--- src/rtl/game_ctrl.sv ---
// game_ctrl: round controller for the factorization game.
// Debounces the start button, hands READY_1P to the ready stage, latches the
// question, runs the answer countdown and keeps score / miss counts.
// Optional feature macro: GAME_TIMEOUT_EN enables the PLAY countdown and DRAW.
//
//   state | meaning
//   IDLE  | waiting for a start press
//   READY | READY_1P issued, waiting for OK from the ready stage
//   PLAY  | question shown, waiting for a judge (or the countdown)
//   DRAW  | countdown expired, result held for HOLD_SEC
//   GOOD  | correct answer, result held for HOLD_SEC
//   OUCH  | wrong answer, result held for HOLD_SEC
//   WIN   | WIN_SCORE reached, terminal until start
//   LOSE  | LOSE_MISS reached, terminal until start
module game_ctrl #(
   parameter int DEB_DIV   = 50_000,
   parameter int TICK_DIV  = 50_000_000,
   parameter int TIME_LIM  = 9,
   parameter int HOLD_SEC  = 2,
   parameter int WIN_SCORE = 3,
   parameter int LOSE_MISS = 3
) (
   input  logic       CLK,
   input  logic       RST,
   input  logic       BTN_START,
   input  logic       OK,
   input  logic [3:0] NUM,
   input  logic       JUDGE_VALID,
   input  logic       JUDGE_CORRECT,
   output logic       READY_1P,
   output logic [3:0] STATE,
   output logic [3:0] Q_NUM,
   output logic [3:0] SCORE,
   output logic [3:0] MISS,
   output logic [3:0] SEC_LEFT
);

   typedef enum logic [3:0] {
      ST_IDLE  = 4'b0000,
      ST_READY = 4'b0001,
      ST_PLAY  = 4'b0010,
      ST_DRAW  = 4'b0110,
      ST_GOOD  = 4'b1000,
      ST_OUCH  = 4'b1001,
      ST_WIN   = 4'b1010,
      ST_LOSE  = 4'b1011
   } state_e;

   localparam int DEB_W  = $clog2(DEB_DIV + 1);
   localparam int TICK_W = $clog2(TICK_DIV + 1);
`ifdef GAME_TIMEOUT_EN
   localparam bit TIMEOUT_EN = 1'b1;
`else
   localparam bit TIMEOUT_EN = 1'b0;
`endif
   localparam logic [3:0] SEC_LOAD = TIMEOUT_EN ? 4'(TIME_LIM) : 4'd0;

   logic              sync1_q, sync2_q;
   logic [DEB_W-1:0]  deb_cnt_q, deb_cnt_d;
   logic [1:0]        deb_run_q, deb_run_d;
   logic              deb_lvl_q, deb_lvl_d;
   logic              deb_prev_q;
   logic              start_p;
   logic [TICK_W-1:0] tick_cnt_q, tick_cnt_d;
   logic              tick;
   state_e            state_q, state_d;
   logic              ready_q, ready_d;
   logic [3:0]        q_num_q, q_num_d;
   logic [3:0]        score_q, score_d;
   logic [3:0]        miss_q, miss_d;
   logic [3:0]        sec_q, sec_d;
   logic [3:0]        hold_q, hold_d;

   assign start_p = deb_lvl_q & ~deb_prev_q;
   assign tick    = (tick_cnt_q == '0);

   // debouncer: the level flips after three consecutive samples that disagree with it
   always_comb begin
      deb_cnt_d = deb_cnt_q - DEB_W'(1);
      deb_run_d = deb_run_q;
      deb_lvl_d = deb_lvl_q;
      if (deb_cnt_q == '0) begin
         deb_cnt_d = DEB_W'(DEB_DIV - 1);
         if (sync2_q == deb_lvl_q) begin
            deb_run_d = 2'd0;
         end else if (deb_run_q == 2'd2) begin
            deb_run_d = 2'd0;
            deb_lvl_d = sync2_q;
         end else begin
            deb_run_d = deb_run_q + 2'd1;
         end
      end
   end

   // second divider, restarted on entry to any timed state so the first second is full
   always_comb begin
      tick_cnt_d = tick ? TICK_W'(TICK_DIV - 1) : tick_cnt_q - TICK_W'(1);
      if ((state_d != state_q) &&
          (state_d inside {ST_PLAY, ST_DRAW, ST_GOOD, ST_OUCH}))
         tick_cnt_d = TICK_W'(TICK_DIV - 1);
   end

   // round FSM next-state and counter updates
   always_comb begin
      state_d = state_q;
      ready_d = 1'b0;
      q_num_d = q_num_q;
      score_d = score_q;
      miss_d  = miss_q;
      sec_d   = sec_q;
      hold_d  = hold_q;
      case (state_q)
         ST_IDLE: begin
            if (start_p) begin
               state_d = ST_READY;
               ready_d = 1'b1;
            end
         end
         ST_READY: begin
            if (OK) begin
               state_d = ST_PLAY;
               q_num_d = NUM;
               sec_d   = SEC_LOAD;
            end
         end
         ST_PLAY: begin
            // a judge in the same cycle as the final tick wins; SEC_LEFT keeps its value
            if (JUDGE_VALID) begin
               hold_d = 4'(HOLD_SEC);
               if (JUDGE_CORRECT) begin
                  state_d = ST_GOOD;
                  score_d = (score_q == 4'hF) ? score_q : score_q + 4'd1;
               end else begin
                  state_d = ST_OUCH;
                  miss_d  = (miss_q == 4'hF) ? miss_q : miss_q + 4'd1;
               end
            end
`ifdef GAME_TIMEOUT_EN
            else if (tick) begin
               sec_d = sec_q - 4'd1;
               if (sec_q == 4'd1) begin
                  state_d = ST_DRAW;
                  hold_d  = 4'(HOLD_SEC);
               end
            end
`endif
         end
         ST_DRAW, ST_GOOD, ST_OUCH: begin
            if (tick) begin
               hold_d = hold_q - 4'd1;
               if (hold_q == 4'd1) begin
                  if ((state_q == ST_GOOD) && (score_q == 4'(WIN_SCORE)))
                     state_d = ST_WIN;
                  else if ((state_q == ST_OUCH) && (miss_q == 4'(LOSE_MISS)))
                     state_d = ST_LOSE;
                  else
                     state_d = ST_IDLE;
               end
            end
         end
         ST_WIN, ST_LOSE: begin
            if (start_p) begin
               state_d = ST_IDLE;
               q_num_d = 4'd0;
               score_d = 4'd0;
               miss_d  = 4'd0;
               sec_d   = 4'd0;
            end
         end
         default: state_d = ST_IDLE;
      endcase
   end

   // all state registers, synchronous reset
   always_ff @(posedge CLK) begin
      if (RST) begin
         sync1_q    <= 1'b0;
         sync2_q    <= 1'b0;
         deb_cnt_q  <= DEB_W'(DEB_DIV - 1);
         deb_run_q  <= 2'd0;
         deb_lvl_q  <= 1'b0;
         deb_prev_q <= 1'b0;
         tick_cnt_q <= TICK_W'(TICK_DIV - 1);
         state_q    <= ST_IDLE;
         ready_q    <= 1'b0;
         q_num_q    <= 4'd0;
         score_q    <= 4'd0;
         miss_q     <= 4'd0;
         sec_q      <= 4'd0;
         hold_q     <= 4'd0;
      end else begin
         sync1_q    <= BTN_START;
         sync2_q    <= sync1_q;
         deb_cnt_q  <= deb_cnt_d;
         deb_run_q  <= deb_run_d;
         deb_lvl_q  <= deb_lvl_d;
         deb_prev_q <= deb_lvl_q;
         tick_cnt_q <= tick_cnt_d;
         state_q    <= state_d;
         ready_q    <= ready_d;
         q_num_q    <= q_num_d;
         score_q    <= score_d;
         miss_q     <= miss_d;
         sec_q      <= sec_d;
         hold_q     <= hold_d;
      end
   end

   assign READY_1P = ready_q;
   assign STATE    = state_q;
   assign Q_NUM    = q_num_q;
   assign SCORE    = score_q;
   assign MISS     = miss_q;
   assign SEC_LEFT = sec_q;

endmodule
--- config.mk ---
export PLATFORM = sky130hd
export DESIGN_NAME = game_ctrl
export DESIGN_NICKNAME = d
export VERILOG_FILES = /design/src/rtl/game_ctrl.sv
export SDC_FILE = /design/constraint.sdc
export NUM_CORES = 1
export LEC_CHECK = 0
export CORE_AREA = 2 2 84 86
export CTS_CLUSTER_DIAMETER = 100
export DETAILED_ROUTE_END_ITERATION = 8
export DIE_AREA = 0 0 86 88
export GPL_TIMING_DRIVEN = 0
export PLACE_DENSITY_LB_ADDON = 0.05
export SLEW_MARGIN = 10
export SYNTH_ARGS = -nofsm -noshare
export SYNTH_HDL_FRONTEND = slang
export SYNTH_SLANG_ARGS = --single-unit
--- constraint.sdc ---
create_clock -name CLK -period 4.15 [get_ports CLK]
set_input_delay 1.0375 -clock CLK [delete_from_list [all_inputs] [get_ports CLK]]
set_output_delay 1.0375 -clock CLK [all_outputs]
set_load 0.05 [all_outputs]
==> run_results.csv <==
group,metric,value,unit
sta,period_share,0.796,
sta,slew_viol_final,0,
sta,fin_crit,3.30,ns
clock_network,ctsHtreeMaxLevel,3,
critical_path,r2r.worst_path.cells,8,
placement,dpl_worst_slack,0.498,ns
sta,timing.slew.headroom,0.282,
synthesis,ys_async_sr_fraction,0,
grt,initial_antenna_violation_count,0,
synthesis,post_synthesis_mux_area_share,0.0154,
drt,number_of_drc_markers_in_iteration_0,131,
hold_path,hold_end,"deb_cnt_q[0]",
clock_network,worst_setup_hold_path_clk_slew,0.07,ns
synthesis,synth.distinct_cells,51,
sta,rsz0062_at_grt,"no",
critical_path,slowest_delay,0.90,ns
critical_path,type_of_the_setup_path_with_the_least_slack,"reg -> reg",
cells_and_area,instances_no_fill,493,
pwr,comb_power_share,0.036,
synthesis,postSynth.topFlopCell,"sky130_fd_sc_hd__dfxtp_1",
synthesis,postSynthRegisterBits,69,
pwr,vdd_ir_drop_max,0.000194,V
critical_path,r2r_setup_slack,0.85,ns
pwr,share_seq_of_total_power,0.513,
synthesis,yosys.area_share.simple,0.294,
synthesis,avgSynthCellArea,8.81,sq um
clock_network,clock_tree.root_cell,"sky130_fd_sc_hd__clkbuf_8",
synthesis,synth-adder-area-share,0.0270,
grt,vias_in_the_first_global_route,2322,
clock_network,post_cts.repair.setup_buffers,0,
drt,wirelength,6.22,mm
clock_network,cts_sinks,69,
clock_network,ctsHoldBuffers,0,
die,die_width,86,um
pwr,intPower,1.02,mW
grt,grt_start_max_net_pins,13,
hold_path,worstHoldStart,"deb_cnt_q[0]",
clock_network,cts.path.max_buffers,2,
cells_and_area,layout_common_cells,"sky130_fd_sc_hd__dfxtp_1, sky130_fd_sc_hd__nand2_1, sky130_fd_sc_hd__nor2_1",
hold_path,worst_hold_path.num_cells,1,
sta,setup_ws,0.847,ns
die,core,6640,sq um
clock_network,tritoncts.num_buffers,9,
critical_path,worst_setup_path_start_kind,"flip-flop",
synthesis,synthesis.instances,368,
die,fp-row-count,30,
drt,drtPass1Iterations,4,
synthesis,synth_top_family_by_area,"simple AND/OR/NAND/NOR gates",
cells_and_area,drive_gt1_frac,0.0823,
sta,worst_pin_slew,1.07,ns
clock_network,cts_resized,0,
cells_and_area,final_area,3830,sq um
die,design.die.area,7570,sq um
critical_path,path_max_fanout,10,
critical_path,slowest_stage,"sky130_fd_sc_hd__nor4_1",
synthesis,synth-compound-area-share,0.0873,
die,die_height,88,um
cells_and_area,layout-area-overhead-vs-synth,18.1,%
synthesis,synth-edff-count,0,
cells_and_area,layout.nets,425,
flow_run,max_cap_viol_count,0,
sta,setup_tns,0,ns
sta,final_setup_skew,0.00402,ns
pwr,clock_power_share,0.450,
drt,antenna_left,0,
sta,final-hold-violation-count,0,
sta,fmax,303,MHz
placement,place.port_buffers,26,
placement,place_area,3610,sq um
critical_path,crit_top_cell,"sky130_fd_sc_hd__clkbuf_1",
critical_path,path_cells,"clkbuf_1 -> nor4bb_1 -> a31o_2 -> o2111a_1 -> a21oi_1 -> nor4_1 -> clkbuf_1 -> and2_1",
critical_path,cp.arrival,3.58,ns
sta,finalSetupViolCount,0,
placement,detailed_place_hpwl,4.51,mm
cells_and_area,layout_commonest_cell,"sky130_fd_sc_hd__dfxtp_1",
cells_and_area,diodes,0,
placement,placed_cells,477,
critical_path,end_kind,"flip-flop",
drt,route.vias.total,2544,
pwr,switching_share,0.217,
pwr,p_leak,1.37,nW
die,start_util,0.488,
grt,grt_overflow,0,
cells_and_area,nFillCells,626,
grt,grt.total_usage,0.172,
hold_path,timing.hold.worst.class,"reg -> reg",
placement,gp_congestion,0.882,
critical_path,critical_path_required,4.43,ns
critical_path,worstReg2RegStart,"STATE[2]",
grt,grt_pass1_wl,10.4,mm
die,ioPinCount,31,
synthesis,netlist_area,3240,sq um
pwr,power-per-cell-area,342,nW/um^2
synthesis,ys.warnings.count,0,
synthesis,sequential_cell_area_fraction_in_the_yosys_report,0.426,
synthesis,synth_xor_xnor_area_share,0.111,
drt,remaining_drc_errors,0,
pwr,netsw,0.285,mW
run_status,outcome,"complete, no violations",
drt,wire_per_inst,12.6,um
critical_path,worst_r2r_endpoint,"tick_cnt_q[16]",
drt,vias_per_cell,5.16,
clock_network,clkLatencyLatePin,0.33,ns
clock_network,cts_tree,"done",
worst max path at each step:
stage                     end         from  slack [ns]  cells past startpoint
2_1_floorplan  tick_cnt_q[13]     STATE[2]        1.38                      8
3_3_place_gp    tick_cnt_q[3]  JUDGE_VALID        0.44                      8
3_5_place_dp    tick_cnt_q[3]  JUDGE_VALID        0.50                      8
4_1_cts        tick_cnt_q[13]  JUDGE_VALID        0.84                      8
5_1_grt        tick_cnt_q[13]     STATE[2]        0.56                      8
6_report       tick_cnt_q[16]     STATE[2]        0.85                      8
per-layer routing:
layer	part of all wire	vias up	wire, um	global-route usage
li1	-	1346	-	-
met1	0.51	1162	3170	0.232
met2	0.45	30	2820	0.274
met3	0.025	6	158	0.0311
met4	0.011	0	66	0.0649
met5	0	-	0	0
sequential cells by signal, summed over array words and instances (netlist names):
signal,flops
MISS,4
Q_NUM,4
READY_1P,1
SCORE,4
STATE,4
deb_cnt_q,16
deb_lvl_q,1
deb_prev_q,1
deb_run_q,2
hold_q,4
sync1_q,1
sync2_q,1
tick_cnt_q,26
cell families (layout without fill, tap and decap cells):
group                      after synthesis  after routing
and+or+nand+nor                        176            176
xor gates and xnor gates                41             41
buffers and inverters                   27             69
adders and majority gates                7              7
muxes                                    5              5
DFF                                     69             69
other                                    1              4
AOI/OAI and AO/OA                       42             42
layout make-up:
class	count	area [sq um]	area share
Buffer	16	82.6	0.0216
Clock buffer	10	128	0.0333
Clock inverter	6	87.6	0.0229
Inverter	11	41.3	0.0108
Multi-Input combinational cell	275	1750	0.456
Sequential cell	69	1380	0.361
Tap cell	80	100	0.0262
Timing Repair Buffer	26	260	0.0680
cells in the mapped netlist (3+ instances only):
| cell type | count | area [sq um] |
|---|---|---|
| sky130_fd_sc_hd__xnor2_1 | 23 | 201 |
| sky130_fd_sc_hd__a21oi_1 | 12 | 60.1 |
| sky130_fd_sc_hd__o21ai_1 | 3 | 15.0 |
| sky130_fd_sc_hd__clkbuf_1 | 10 | 37.5 |
| sky130_fd_sc_hd__mux2i_1 | 5 | 50.1 |
| sky130_fd_sc_hd__inv_1 | 11 | 41.3 |
| sky130_fd_sc_hd__nor3_1 | 17 | 85.1 |
| sky130_fd_sc_hd__or3_1 | 6 | 37.5 |
| sky130_fd_sc_hd__ha_1 | 7 | 87.6 |
| sky130_fd_sc_hd__or4_1 | 10 | 75.1 |
| sky130_fd_sc_hd__nand2b_1 | 4 | 25.0 |
| sky130_fd_sc_hd__nor4_1 | 5 | 31.3 |
| sky130_fd_sc_hd__nand3b_1 | 6 | 45.0 |
| sky130_fd_sc_hd__o21ai_0 | 5 | 25.0 |
| sky130_fd_sc_hd__nor2b_1 | 9 | 56.3 |
| sky130_fd_sc_hd__and3_1 | 4 | 25.0 |
| sky130_fd_sc_hd__xor2_1 | 18 | 158 |
| sky130_fd_sc_hd__nor2_1 | 36 | 135 |
| sky130_fd_sc_hd__o31ai_1 | 6 | 45.0 |
| sky130_fd_sc_hd__dfxtp_1 | 69 | 1380 |
| sky130_fd_sc_hd__nand3_1 | 10 | 50.1 |
| sky130_fd_sc_hd__or3b_2 | 4 | 35.0 |
| sky130_fd_sc_hd__or4_4 | 3 | 33.8 |
| sky130_fd_sc_hd__and2_1 | 5 | 31.3 |
| sky130_fd_sc_hd__nand2_1 | 43 | 161 |
| sky130_fd_sc_hd__nor3b_1 | 5 | 37.5 |
| sky130_fd_sc_hd__buf_4 | 4 | 30.0 |
per-stage QoR:
stage | util | hold slack [ns] | power (mW)
global placement | 0.544 | 0.394 | 0.735
finish | 0.576 | 0.412 | 1.31
CTS | 0.576 | 0.415 | 1.33
detailed placement | 0.544 | 0.396 | 0.736
global route | 0.576 | 0.428 | 1.36
floorplan | - | 0.379 | 0.719
worst max-delay path: cells and delay by family (launching register included):
kind / cells / cell delay (ns)
and+or+nand+nor: 3 / 1.68
DFF: 1 / 0.34
AOI/OAI and AO/OA: 3 / 0.48
buffers and inverters: 2 / 0.74
power groups by stage:
stage               logic (mW)  clock network (mW)  registers [mW]
finish                  0.0477               0.589           0.672
global route            0.0528               0.638           0.673
CTS                     0.0484               0.605           0.672
detailed placement      0.0482                   0           0.687
global placement        0.0479                   0           0.687
floorplan               0.0323                   0           0.687
Power figures use the tool's default switching activity.
